===== config.mk =====
export PLATFORM = sky130hd
export DESIGN_NAME = e_sram_cycle
export DESIGN_NICKNAME = d
export VERILOG_FILES = /design/src/rtl/mtl1_pkg.sv /design/src/rtl/sync_rise_det.sv /design/src/rtl/e_sram_cycle.sv
export SDC_FILE = /design/constraint.sdc
export NUM_CORES = 1
export LEC_CHECK = 0
export BUFFER_PORTS_ARGS = -buffer_cell sky130_fd_sc_hd__buf_2
export CORE_ASPECT_RATIO = 1.5
export CORE_MARGIN = 4
export CORE_UTILIZATION = 25
export DETAILED_ROUTE_END_ITERATION = 7
export SLEW_MARGIN = 20
export SYNTH_ARGS = -nofsm -noshare
export SYNTH_HDL_FRONTEND = slang
export SYNTH_HIERARCHICAL = 1
export SYNTH_SLANG_ARGS = --single-unit

===== constraint.sdc =====
create_clock -name i_clk -period 2.45 [get_ports i_clk]
set_clock_uncertainty 0.2 [all_clocks]
set_input_delay 0.1225 -clock i_clk [delete_from_list [all_inputs] [get_ports i_clk]]
set_output_delay 0.1225 -clock i_clk [all_outputs]
set_load 0.05 [all_outputs]

===== src/rtl/mtl1_pkg.sv =====
// rtl/mtl1_pkg.sv - shared types and defaults for the 6809 bus glue blocks
package mtl1_pkg;

    typedef enum logic [2:0] {
        S_IDLE    = 3'd0,
        S_ADDR    = 3'd1,
        S_READ    = 3'd2,
        S_WRITE   = 3'd3,
        S_RECOVER = 3'd4
    } sram_state_t;

    localparam int SRAM_OE_DELAY = 1;
    localparam int SRAM_WE_DELAY = 2;
    localparam int SRAM_TIMEOUT  = 200;

endpackage


===== src/rtl/sync_rise_det.sv =====
// rtl/sync_rise_det.sv - N-stage synchronizer with rising-edge pulse
module sync_rise_det #(
    parameter int STAGES = 2
) (
    input  logic clk,
    input  logic reset,
    input  logic d,
    output logic rise
);

    logic [STAGES-1:0] sync_q;
    logic [STAGES-1:0] sync_d;
    logic              prev_q;
    logic              prev_d;
    logic              level;

    // Shift the asynchronous input through the chain; prev holds the last synced level
    always_comb begin
        sync_d = {sync_q[STAGES-2:0], d};
        prev_d = sync_q[STAGES-1];
    end

    // Chain and edge-history registers, cleared on reset
    always_ff @(posedge clk) begin
        if (reset) begin
            sync_q <= '0;
            prev_q <= 1'b0;
        end else begin
            sync_q <= sync_d;
            prev_q <= prev_d;
        end
    end

    assign level = sync_q[STAGES-1];
    assign rise  = level & ~prev_q;

endmodule


===== src/rtl/e_sram_cycle.sv =====
// rtl/e_sram_cycle.sv - turns decoded 6809 E cycles into SRAM strobes on the fast clock
module e_sram_cycle
    import mtl1_pkg::*;
#(
    parameter int SYNC_STAGES = 2,
    parameter int OE_DELAY    = SRAM_OE_DELAY,
    parameter int WE_DELAY    = SRAM_WE_DELAY,
    parameter int TIMEOUT     = SRAM_TIMEOUT
) (
    input  logic i_clk,
    input  logic i_reset,
    input  logic i_e_clk,
    input  logic i_sram_window,
    input  logic i_sel,
    input  logic i_rw,
    input  logic i_wr_protect,
    output logic o_sram_ce_n,
    output logic o_sram_oe_n,
    output logic o_sram_we_n,
    output logic o_bus_drive,
    output logic o_busy,
    output logic o_wr_blocked,
    output logic o_timeout,
    output logic o_overrun
);

    localparam logic [7:0] OE_CNT  = 8'(OE_DELAY);
    localparam logic [7:0] WE_CNT  = 8'(WE_DELAY);
    localparam logic [7:0] TMO_CNT = 8'(TIMEOUT);

    logic        e_rise;

    sram_state_t state_q, state_d;
    logic [7:0]  cnt_q, cnt_d;
    logic [7:0]  cnt_inc;
    logic        rw_q, rw_d;
    logic        wp_q, wp_d;

    logic        ce_n_q, ce_n_d;
    logic        oe_n_q, oe_n_d;
    logic        we_n_q, we_n_d;
    logic        bus_drive_q, bus_drive_d;
    logic        busy_q, busy_d;
    logic        wr_blocked_q, wr_blocked_d;
    logic        timeout_q, timeout_d;
    logic        overrun_q, overrun_d;

    sync_rise_det #(
        .STAGES (SYNC_STAGES)
    ) u_e_rise (
        .clk   (i_clk),
        .reset (i_reset),
        .d     (i_e_clk),
        .rise  (e_rise)
    );

    // Next-state: window loss and timeout pre-empt the strobe-delay compares
    always_comb begin
        state_d      = state_q;
        cnt_d        = cnt_q;
        rw_d         = rw_q;
        wp_d         = wp_q;
        wr_blocked_d = 1'b0;
        timeout_d    = 1'b0;
        cnt_inc      = (cnt_q == 8'hFF) ? cnt_q : cnt_q + 8'd1;

        case (state_q)
            S_IDLE: begin
                if (e_rise && i_sel) begin
                    rw_d    = i_rw;
                    wp_d    = i_wr_protect;
                    cnt_d   = 8'd0;
                    // A zero read delay lets OE# fall together with CE#
                    state_d = (i_rw && OE_DELAY == 0) ? S_READ : S_ADDR;
                end
            end
            S_ADDR, S_READ, S_WRITE: begin
                cnt_d = cnt_inc;
                if (cnt_q == TMO_CNT) begin
                    state_d   = S_RECOVER;
                    timeout_d = 1'b1;
                end else if (!i_sram_window) begin
                    state_d = S_RECOVER;
                end else if (state_q == S_ADDR) begin
                    // Compare against the count this cycle ends on, so OE# lands OE_DELAY after CE#
                    if (rw_q && cnt_inc == OE_CNT) begin
                        state_d = S_READ;
                    end else if (!rw_q && cnt_inc == WE_CNT) begin
                        state_d      = S_WRITE;
                        wr_blocked_d = wp_q;
                    end
                end
            end
            S_RECOVER: state_d = S_IDLE;
            default:   state_d = S_IDLE;
        endcase
    end

    // Output decode from the current state; registered so pins never see input glitches
    always_comb begin
        ce_n_d      = (state_q == S_IDLE);
        oe_n_d      = (state_q != S_READ);
        we_n_d      = !((state_q == S_WRITE) && !wp_q);
        bus_drive_d = (state_q == S_READ) || ((state_q == S_RECOVER) && bus_drive_q);
        busy_d      = (state_d != S_IDLE);
        overrun_d   = e_rise && (state_q != S_IDLE);
    end

    // State, counter and output registers; reset drops every strobe immediately
    always_ff @(posedge i_clk) begin
        if (i_reset) begin
            state_q      <= S_IDLE;
            cnt_q        <= 8'd0;
            rw_q         <= 1'b0;
            wp_q         <= 1'b0;
            ce_n_q       <= 1'b1;
            oe_n_q       <= 1'b1;
            we_n_q       <= 1'b1;
            bus_drive_q  <= 1'b0;
            busy_q       <= 1'b0;
            wr_blocked_q <= 1'b0;
            timeout_q    <= 1'b0;
            overrun_q    <= 1'b0;
        end else begin
            state_q      <= state_d;
            cnt_q        <= cnt_d;
            rw_q         <= rw_d;
            wp_q         <= wp_d;
            ce_n_q       <= ce_n_d;
            oe_n_q       <= oe_n_d;
            we_n_q       <= we_n_d;
            bus_drive_q  <= bus_drive_d;
            busy_q       <= busy_d;
            wr_blocked_q <= wr_blocked_d;
            timeout_q    <= timeout_d;
            overrun_q    <= overrun_d;
        end
    end

    assign o_sram_ce_n  = ce_n_q;
    assign o_sram_oe_n  = oe_n_q;
    assign o_sram_we_n  = we_n_q;
    assign o_bus_drive  = bus_drive_q;
    assign o_busy       = busy_q;
    assign o_wr_blocked = wr_blocked_q;
    assign o_timeout    = timeout_q;
    assign o_overrun    = overrun_q;

endmodule

==> metrics.md, run 1 <==
| Metric | Value |
|---|---|
| Synth Area in Compound Gates | 19.4% |
| FF-to-FF End | o_busy |
| Critical path's slowest cell | dfxtp_1 |
| Ant diodes | 0 |
| Initial antenna violation count | 0 |
| Synth cell types | 46 |
| Setup TNS | 0 ns |
| Post-DP HPWL | 2.07 mm |
| # rows | 30 |
| Total power | 792 uW |
| GRT busiest layer | met2 |
| Sinks on Clock Net | 24 |
| Pleak | 0.000583 uW |
| Final Hold Fails | 0 |
| Crit-path max FO | 7 |
| CP Capture Type | register |
| Hold crit path type | in2reg |
| CTS clk-pin slew, worst paths | 0.09 ns |
| Fmax | 0.474 GHz |
| R2r setup slk | 0.34 ns |
| FFs w/ async S/R, synth | 0% |
| Switching Share | 20.1% |
| Buf+Inv Stages, Crit Path | 0 |
| FF-to-FF Start | cnt_q[1] |
| CP endpoint | o_busy |
| Power share of the clock group | 44.4% |
| GRT Total Usage | 9.99% |
| Post-DRT Antenna Nets | 0 |
| Synth cell count leaders | 24 x dfxtp_1, 12 x nand2_1, 10 x a21oi_1 |
| GR Layer Usage met2 | 19.5% |
| Peak VDD IR | 0.000261 V |
| Buffers on Ports | 14 |
| Layout cells sized above 1 | 17.1% |
| Avg Inst Size Synth | 8.79 um2 |
| GPL Wtd Cong | 0.871 |
| Internal power | 633 uW |
| Full die area | 6020 um2 |
| Num CTS Buffers | 3 |
| Vias per std cell | 4.73 |
| Adder-cell area share of the yosys netlist | 4.15% |
| Met1 usage in global routing | 9.85% |
| Pwr dens | 541 nW/um2 |
| Core area | 4580 um2 |
| Met3 Track Usage GR | 1.08% |
| TritonCTS clock tree | yes |
| Simple-gate share of the synthesized area | 27.7% |
| Fin crit share | 86.2% |
| Most frequent cell after synthesis | dfxtp_1 |
| Initial Utilization | 26.3% |
| Initial DRC count | 50 |
| Crit path from | cnt_q[1] |
| CP Launch Type | register |
| Clk_lat worst skew | 0.27 ns |
| Rel. slew slack | 75.1% |
| FF+latch count, synth | 24 |
| Largest net degree at the start of global routing | 15 |
| Mapped Area | 1200 um2 |
| Synth area leaders | dfxtp_1 40%, a21oi_1 4.2%, ha_1 4.2%, nand2_1 3.7%, nand3_1 3.3% |
| Main combinational cell family by area after synthesis | simple AND/OR/NAND/NOR gates |
| Reg2Reg Depth | 6 |
| Levels on crit path | 6 |
| WP data required | 2.40 ns |
| Nets@finish | 170 |
| Post-synth top area share | 39.9% |
| EDFF count, synth | 0 |
| Die width | 64.7 um |
| Detailed Routing Iterations Pass 1 | 4 |
| Status | complete, no violations |
| Sequential share of power | 50.1% |
| Final setup fails | 0 |
| Drt drc | 0 |
| Main flop type after synthesis | dfxtp_1 |
| Final wirelength | 2.77 mm |
| Net Sw Power | 159 uW |
| First-pass GRT wire length | 4.73 mm |
| CP Cell Sequence | ha_1, nand4_2, nor2b_1, o211ai_2, o31ai_1, o311ai_1 |
| Vias | 1049 |
| H-tree Lvls | 1 |
| IO Pins | 15 |
| Yosys warns | 6 |
| CP top delay family | compound AO/OA/AOI/OAI gates |
| Root Buffer | clkbuf_8 |
| Combinational fraction of design power | 5.5% |
| Largest stage delay on the critical path | 0.45 ns |
| Area leader, netlist | dfxtp_1 |
| Setup slack after layout | 0.338 ns |
| Slew Limit Fails | 0 |
| CP Class | reg2reg |
| Slew @ Worst Pin | 0.370 ns |
| Multiplexer share of the synthesized area | 2.49% |
| RSZ-0062 raised after global routing | no |
| Clock Path Buffers | 2 |
| Worst EP arrival | 2.06 ns |
| Area Overhead vs Synth | 21.5% |
| Post-synthesis xor/xnor area fraction | 0% |
| Height of the chip | 93.0 um |
| Post-Syn Nets | 148 |
| Drt wl/cell | 12.5 um |
| Grt ovf | 0 |
| Final min period | 2.11 ns |
| Worst slack, placed | 0.358 ns |
| CTS resizes | 0 |
| Syn Inst Count | 137 |
| Max Cap Viol | 0 |
| Vias in the first global route | 1059 |
| Seq/Total Area, Yosys | 39.9% |
-- area by class of cell --
| type | instances | area (um2) |
|---|---|---|
| multi-input cells | 100 | 648 |
| inverters | 7 | 26.3 |
| repair buffers | 23 | 158 |
| flip-flops and latches | 24 | 480 |
| well taps | 64 | 80.1 |
| clock buffers | 3 | 41.3 |
| clock inverters | 1 | 30.0 |
| fillers | 499 | 3120 |
-- routing by layer --
metal	vias up	wire length (um)
met3	4	59
met1	494	1090
met2	19	1550
li1	532	-
met4	0	68
met5	-	0
-- timing repair --
item | CTS | global route
hold buffers | 8 | 0
hold endpoints to repair | 9 | 0
buffers inserted | 0 | 0
-- worst min-delay path by stage --
stage	from	endpoint	cells past startpoint
2_1_floorplan	i_reset	u_e_rise/prev_q	1
3_3_place_gp	i_e_clk	u_e_rise/sync_q[0]	2
5_1_grt	i_sel	cnt_q[4]	3
6_report	i_sel	cnt_q[4]	3
4_1_cts	i_sel	cnt_q[4]	3
3_5_place_dp	i_e_clk	u_e_rise/sync_q[0]	2
-- tightest hold or removal path, cell delays in order --
cell and delay, ns:
buf_2 0.09, and3_1 0.26, nor3_1 0.07
-- kinds of logic after synthesis --
| group | count (synthesis) |
|---|---|
| AO/OA/AOI/OAI | 34 |
| AND/OR/NAND/NOR | 59 |
| flip-flops | 24 |
| adder cells (fa/ha/maj) | 4 |
| buffers and inverters | 13 |
| multiplexers | 3 |
-- per-stage QoR --
step	std cells	instance area (um2)	util, %	hold WS, ns
after floorplan	137	1200	-	-0.00589
after global placement	210	1310	28.7	0.134
after detailed placement	210	1310	28.7	0.139
after CTS	222	1460	32.0	0.124
after global routing	222	1460	32.0	0.135
final	222	1460	32.0	0.119
-- cells in the final DEF (no fill, tap or decap), types with 2 or more instances in the layout --
master / count
nand3_1: 8
nor2_1: 7
and3_1: 3
clkbuf_8: 3
nand4_1: 2
a21oi_1: 10
o31ai_1: 2
o21ai_1: 2
inv_1: 7
dfxtp_1: 24
o21ai_0: 5
nor3_1: 7
a21boi_1: 2
nand2_1: 12
nor4_1: 2
mux2i_1: 3
buf_2: 14
nor2b_1: 5
dlygate4sd3_1: 8
ha_1: 4
a31oi_1: 2
-- registers in the layout (all words and copies together) (netlist names) --
| signal | cells |
|---|---|
| state_q | 3 |
| o_overrun | 1 |
| u_e_rise/sync_q | 2 |
| o_bus_drive | 1 |
| u_e_rise/prev_q | 1 |
| o_sram_we_n | 1 |
| cnt_q | 8 |
| wp_q | 1 |
| o_sram_ce_n | 1 |
| o_busy | 1 |
| o_wr_blocked | 1 |
| rw_q | 1 |
| o_sram_oe_n | 1 |
| o_timeout | 1 |
-- power groups by stage --
stage               logic (uW)  clock network [uW]  registers [uW]
floorplan                 20.5                   0             408
global placement          35.3                   0             406
detailed placement        35.3                   0             406
CTS                       43.4                 357             397
global route              48.1                 369             398
finish                    43.6                 352             397
Note: power is estimated with default switching activity, not from simulation.
==> inputs of run 2 (changes only) <==
- CORE_MARGIN: 4 -> 2
- clock period: 2.45 -> 2.5 ns (I/O delays scaled with it)
==> run 2 against run 1 <==
Against the previous run: final area stayed put; clock power is 1% lower; maximum frequency down 0.19%; register-to-register slack gained 0.05 ns; via count increased by 1.6%; sequential cell count stayed put; wire length down 4.6%; count of clock-buffer cells in the layout is the same; die area down 10%; largest power group unchanged; highest routed layer unchanged.
==> metrics.md, run 2 (synthesis gave the netlist of run 1 again) <==
| Metric | Value |
|---|---|
| Status | complete, no violations (unchanged) |
| Grt ovf | 0 (unchanged) |
| Final min period | 2.12 ns (was 2.11 ns) |
| CP Launch Type | register (unchanged) |
| Hold crit path type | in2reg (unchanged) |
| Buffer count from post-CTS setup fixing | 0 (unchanged) |
| Ant diodes | 0 (unchanged) |
| CP endpoint | o_busy (unchanged) |
| Num CTS Buffers | 3 (unchanged) |
| Vias per std cell | 4.80 (was 4.73) |
| RSZ-0062 raised after global routing | no (unchanged) |
| Slew Limit Fails | 0 (unchanged) |
| Pleak | 0.000583 uW (about the same) |
| Final setup fails | 0 (unchanged) |
| Detailed Routing Iterations Pass 1 | 4 (unchanged) |
| Setup TNS | 0 ns (unchanged) |
| Drt drc | 0 (unchanged) |
| Hold_sp | i_sel (unchanged) |
| Die width | 60.7 um (was 64.7 um) |
| Final Hold Fails | 0 (unchanged) |
| CTS clk-pin slew, worst paths | 0.08 ns (was 0.09 ns) |
| Reg2Reg Depth | 6 (unchanged) |
| Nets@finish | 170 (unchanged) |
| Crit path from | cnt_q[0] (was cnt_q[1]) |
| Fin util | 32.0% (unchanged) |
| CP Capture Type | register (unchanged) |
| Max Cap Viol | 0 (unchanged) |
| First-pass GRT wire length | 4.40 mm (was 4.73 mm) |
| Fill cells | 487 (was 499) |
| Root Buffer | clkbuf_8 (unchanged) |
| Peak VDD IR | 0.000191 V (was 0.000261 V) |
| Initial antenna violation count | 0 (unchanged) |
| CTS resizes | 0 (unchanged) |
| Commonest non-fill, non-tap cells in the layout | 24 x dfxtp_1, 14 x buf_2, 12 x nand2_1 (unchanged) |
| Largest register FFs | 8 (unchanged) |
| Vias | 1066 (was 1049) |
| R2r setup slk | 0.38 ns (was 0.34 ns) |
| TritonCTS clock tree | yes (unchanged) |
| Leading cell type in the layout, fill and taps excluded | dfxtp_1 (unchanged) |
| Worst EP arrival | 2.07 ns (was 2.06 ns) |
| FF-to-FF End | o_busy (unchanged) |
| IO Pins | 15 (unchanged) |
| GRT Total Usage | 11.2% (was 9.99%) |
| WP data required | 2.45 ns (was 2.40 ns) |
| Top reg by flops | cnt_q (unchanged) |
| Post-DRT Antenna Nets | 0 (unchanged) |
| Clk_lat worst skew | 0.28 ns (was 0.27 ns) |
| Area Overhead vs Synth | 21.5% (unchanged) |
| Sinks on Clock Net | 24 (unchanged) |
| Clock Path Buffers | 2 (unchanged) |
| Largest net degree at the start of global routing | 15 (unchanged) |
| Layout cells sized above 1 | 17.1% (unchanged) |
| Fmax | 0.473 GHz (was 0.474 GHz) |
| CP Class | reg2reg (unchanged) |
| FF-to-FF Start | cnt_q[0] (was cnt_q[1]) |
| Vias in the first global route | 1005 (was 1059) |
| Core area | 4580 um2 (unchanged) |
| Buffers on Ports | 14 (unchanged) |
| H-tree Lvls | 1 (unchanged) |
| Post-DP HPWL | 1.91 mm (was 2.07 mm) |
| Final wirelength | 2.64 mm (was 2.77 mm) |
| Pwr dens | 532 nW/um2 (was 541 nW/um2) |
| Biggest regs | cnt_q (8), state_q (3), u_e_rise/sync_q (2) (unchanged) |
| Initial DRC count | 28 (was 50) |
| Height of the chip | 89.0 um (was 93.0 um) |
| Initial Utilization | 26.3% (unchanged) |
| Fin crit share | 84.6% (was 86.2%) |
| Slew @ Worst Pin | 0.390 ns (was 0.370 ns) |
| Drt wl/cell | 11.9 um (was 12.5 um) |
| Crit-path max FO | 8 (was 7) |
| Rel. slew slack | 73.9% (was 75.1%) |
| # rows | 30 (unchanged) |
| Multi-input combinational cell area | 648 um2 (unchanged) |
| GPL Wtd Cong | 0.865 (was 0.871) |
| Full die area | 5400 um2 (was 6020 um2) |
| Sequential cell area | 480 um2 (unchanged) |
## run 2: worst max-delay path, cell delays in order (launching register included)
cell and delay, ns:
dfxtp_1 0.47, ha_1 0.34, nand4_2 0.21, nor2b_1 0.19
o211ai_2 0.13, o31ai_1 0.32, o311ai_1 0.14
## run 2: how the worst min path moves through the flow
stage          slack (ns)                  to  cells after the start
6_report             0.12            cnt_q[4]                      4
5_1_grt              0.14            cnt_q[5]                      4
4_1_cts              0.12            cnt_q[5]                      4
3_5_place_dp         0.14  u_e_rise/sync_q[0]                      2
3_3_place_gp         0.14  u_e_rise/sync_q[0]                      2
2_1_floorplan      -0.003     u_e_rise/prev_q                      1
## run 2: repair_timing
action,CTS,global route
hold buffers,8,0
hold endpoints to repair,9,0
endpoints found under the setup margin,0,0
## run 2: area by class of cell
class,count,share of cell area (%)
clock buffers,3,2.82
clock inverters,1,2.05
inverters,7,1.79
multi-input cells,100,44.3
flip-flops and latches,24,32.8
well taps,64,5.47
repair buffers,23,10.8
## run 2: power breakdown
group / internal [uW] / total [uW] / switching (uW)
registers: 386 / 390 / 3.37
logic: 19.7 / 41.6 / 21.9
clock network: 214 / 348 / 133
total: 620 / 779 / 159
## run 2: metrics by stage
step                      total power [uW]  cells  hold WS (ns)  worst slack, ns  cell area (um2)
after CTS                              784    222         0.123            0.399             1460
after global placement                 432    210         0.136            0.484             1310
after floorplan                        420    137      -0.00339            0.616             1200
after global routing                   808    222         0.137            0.161             1460
after detailed placement               432    210         0.144            0.418             1310
final                                  779    222         0.117            0.384             1460
## run 2: per-layer routing
layer | global-route usage, % | share of wire [%] | up-vias
li1 | - | - | 533
met1 | 11.6 | 39 | 483
met2 | 18.6 | 52 | 37
met3 | 1.74 | 3.3 | 13
met4 | 10.3 | 6.3 | 0
met5 | 0 | 0 | -
==> inputs of run 3 (changes only) <==
- clock period: 2.5 -> 1.7 ns (I/O delays scaled with it)
==> run 3 against run 2 <==
Against the previous run: the run now ends with negative setup slack left; die area stayed put; register-to-register slack lost 0.43 ns; first-iteration DRC count down 3.6%; non-clock buffer count up 21; total power is 41% higher; sequential power increased by 46%; clock power grew 31%; combinational power grew 81%.
==> metrics.md, run 3 (synthesis gave the netlist of run 1 again) <==
| Metric | Value |
|---|---|
| Slew @ Worst Pin | 0.289 ns (was 0.390 ns) |
| Net Sw Power | 241 uW (was 159 uW) |
| Pwr dens | 653 nW/um2 (was 532 nW/um2) |
| Leading cell type in the layout, fill and taps excluded | buf_4 (was dfxtp_1) |
| Fin cells | 243 (was 222) |
| CP Launch Type | register (unchanged) |
| Drt wl/cell | 12.3 um (was 11.9 um) |
| Post-DP HPWL | 2.27 mm (was 1.91 mm) |
| Height of the chip | 89.0 um (unchanged) |
| Buffers on Ports | 14 (unchanged) |
| Violated checks | negative setup slack |
| Fmax | 0.572 GHz (was 0.473 GHz) |
| Fin crit share | 103% (was 84.6%) |
| IO Pins | 15 (unchanged) |
| Full die area | 5400 um2 (unchanged) |
| CP Capture Type | register (unchanged) |
| Sequential share of power | 51.8% (was 50.0%) |
| Initial antenna violation count | 0 (unchanged) |
| Sinks on Clock Net | 24 (unchanged) |
| H-tree Lvls | 1 (unchanged) |
| Drt drc | 0 (unchanged) |
| Initial Utilization | 26.3% (unchanged) |
| Placed insts | 232 (was 210) |
| Clock Path Buffers | 2 (unchanged) |
| Worst EP arrival | 1.71 ns (was 2.07 ns) |
| Peak VDD IR | 0.000295 V (was 0.000191 V) |
| Switching Share | 21.9% (was 20.4%) |
| Nets@finish | 191 (was 170) |
| Worst slack, placed | -0.0795 ns (was 0.418 ns) |
| TritonCTS clock tree | yes (unchanged) |
| Hold crit path type | in2reg (unchanged) |
| RSZ-0062 raised after global routing | yes (was no) |
| Layout cells sized above 1 | 38.5% (was 17.1%) |
| Area Overhead vs Synth | 39.7% (was 21.5%) |
| Core area | 4580 um2 (unchanged) |
| Top reg by flops | cnt_q (unchanged) |
| Clk_lat worst skew | 0.28 ns (about the same) |
| Final min period | 1.75 ns (was 2.12 ns) |
| Initial DRC count | 27 (was 28) |
| WP data required | 1.66 ns (was 2.45 ns) |
| Final wirelength | 3.00 mm (was 2.64 mm) |
| Largest register FFs | 8 (unchanged) |
| Setup slack after layout | -0.0475 ns (was 0.384 ns) |
| Root Buffer | clkbuf_8 (unchanged) |
| Hold_ws | 0.0431 ns (was 0.117 ns) |
| First-pass GRT wire length | 5.01 mm (was 4.40 mm) |
| Vias per std cell | 4.78 (was 4.80) |
| Num CTS Buffers | 3 (unchanged) |
| Max Cap Viol | 0 (unchanged) |
| Biggest regs | cnt_q (8), state_q (3), u_e_rise/sync_q (2) (unchanged) |
| Commonest non-fill, non-tap cells in the layout | 24 x buf_4, 16 x dfxtp_1, 14 x buf_2 (was 24 x dfxtp_1, 14 x buf_2, 12 x nand2_1) |
| Ant diodes | 0 (unchanged) |
| Die width | 60.7 um (unchanged) |
| Vias in the first global route | 1119 (was 1005) |
| Post-DRT Antenna Nets | 0 (unchanged) |
| GPL Wtd Cong | 0.929 (was 0.865) |
| Internal power | 859 uW (was 620 uW) |
| Final Hold Fails | 0 (unchanged) |
| GRT Total Usage | 12.6% (was 11.2%) |
| Fin util | 36.7% (was 32.0%) |
| Status | finished with violations (was complete, no violations) |
| # rows | 30 (unchanged) |
| Final setup fails | 1 (was 0) |
| Largest net degree at the start of global routing | 15 (unchanged) |
| Vias | 1162 (was 1066) |
| Rel. slew slack | 80.6% (was 73.9%) |
| Power share of the clock group | 41.4% (was 44.6%) |
| Grt ovf | 0 (unchanged) |
| Pleak | 0.000706 uW (was 0.000583 uW) |
| CTS clk-pin slew, worst paths | 0.09 ns (was 0.08 ns) |
| Combinational fraction of design power | 6.8% (was 5.3%) |
| CP Class | reg2reg (unchanged) |
| Crit-path max FO | 5 (was 8) |
| Slew Limit Fails | 0 (unchanged) |
| Total power | 1100 uW (was 779 uW) |
| Detailed Routing Iterations Pass 1 | 4 (unchanged) |
## run 3: changes by cell type in the layout (fill, tap and decap cells not counted), moves of 2 or more
cell,delta
dlygate4sd3_1,-3
dfxtp_2,+6
o21ai_0,-2
buf_4,+23
dfxtp_4,+2
dfxtp_1,-8
## run 3: stage by stage
step	setup TNS (ns)	area, um2
global placement	-0.0606	1500
CTS	-0.0840	1640
finish	-0.0475	1680
detailed placement	-0.128	1500
global route	-0.407	1680
floorplan	0	1230
## run 3: area by class of cell
class                           instances  area [um2]
Fill cell                             501        2900
Multi-Input combinational cell        100         703
Sequential cell                        24         495
Timing Repair Buffer                   44         312
Tap cell                               64        80.1
Clock buffer                            4        66.3
Inverter                                7        26.3
## run 3: path summary, 6_finish.rpt
path                        end                from  slack [ns]  cells after the start
max reg2reg              o_busy            cnt_q[0]       -0.05                      6
min reg2reg  u_e_rise/sync_q[1]  u_e_rise/sync_q[0]        0.25                      1
max                      o_busy            cnt_q[0]       -0.05                      6
min                    cnt_q[4]               i_sel        0.04                      4
## run 3: power by group through the flow
stage | clock (uW) | combinational [uW] | sequential (uW)
2_1_floorplan | 0 | 30.2 | 586
3_3_place_gp | 0 | 64.0 | 583
3_5_place_dp | 0 | 64.1 | 583
4_1_cts | 473 | 73.7 | 570
5_1_grt | 487 | 83.5 | 571
6_report | 455 | 75.3 | 570
## run 3: worst max-delay path, stage by stage (launching register included)
cell and delay (ns):
dfxtp_4 0.38, buf_4 0.14, and3b_1 0.16, nor3_2 0.22, o2bb2ai_2 0.11, o31ai_2 0.28, o311ai_1 0.13
## run 3: metal layers
layer  global-route usage, %  wire (um)  share of wire, %
met3                    1.74        103               3.4
met5                       0          0                 0
met4                    9.49        150               5.0
met2                    21.8       1590                53
met1                    13.4       1150                38
## run 3: what timing repair did
item | 4_1_cts | 5_1_grt
setup buffers | 2 | 0
setup endpoints to repair | 7 | 10
hold endpoints to repair | 13 | 0
hold buffers | 5 | 0
pin swaps | 6 | 4
gates resized for setup | 3 | 14
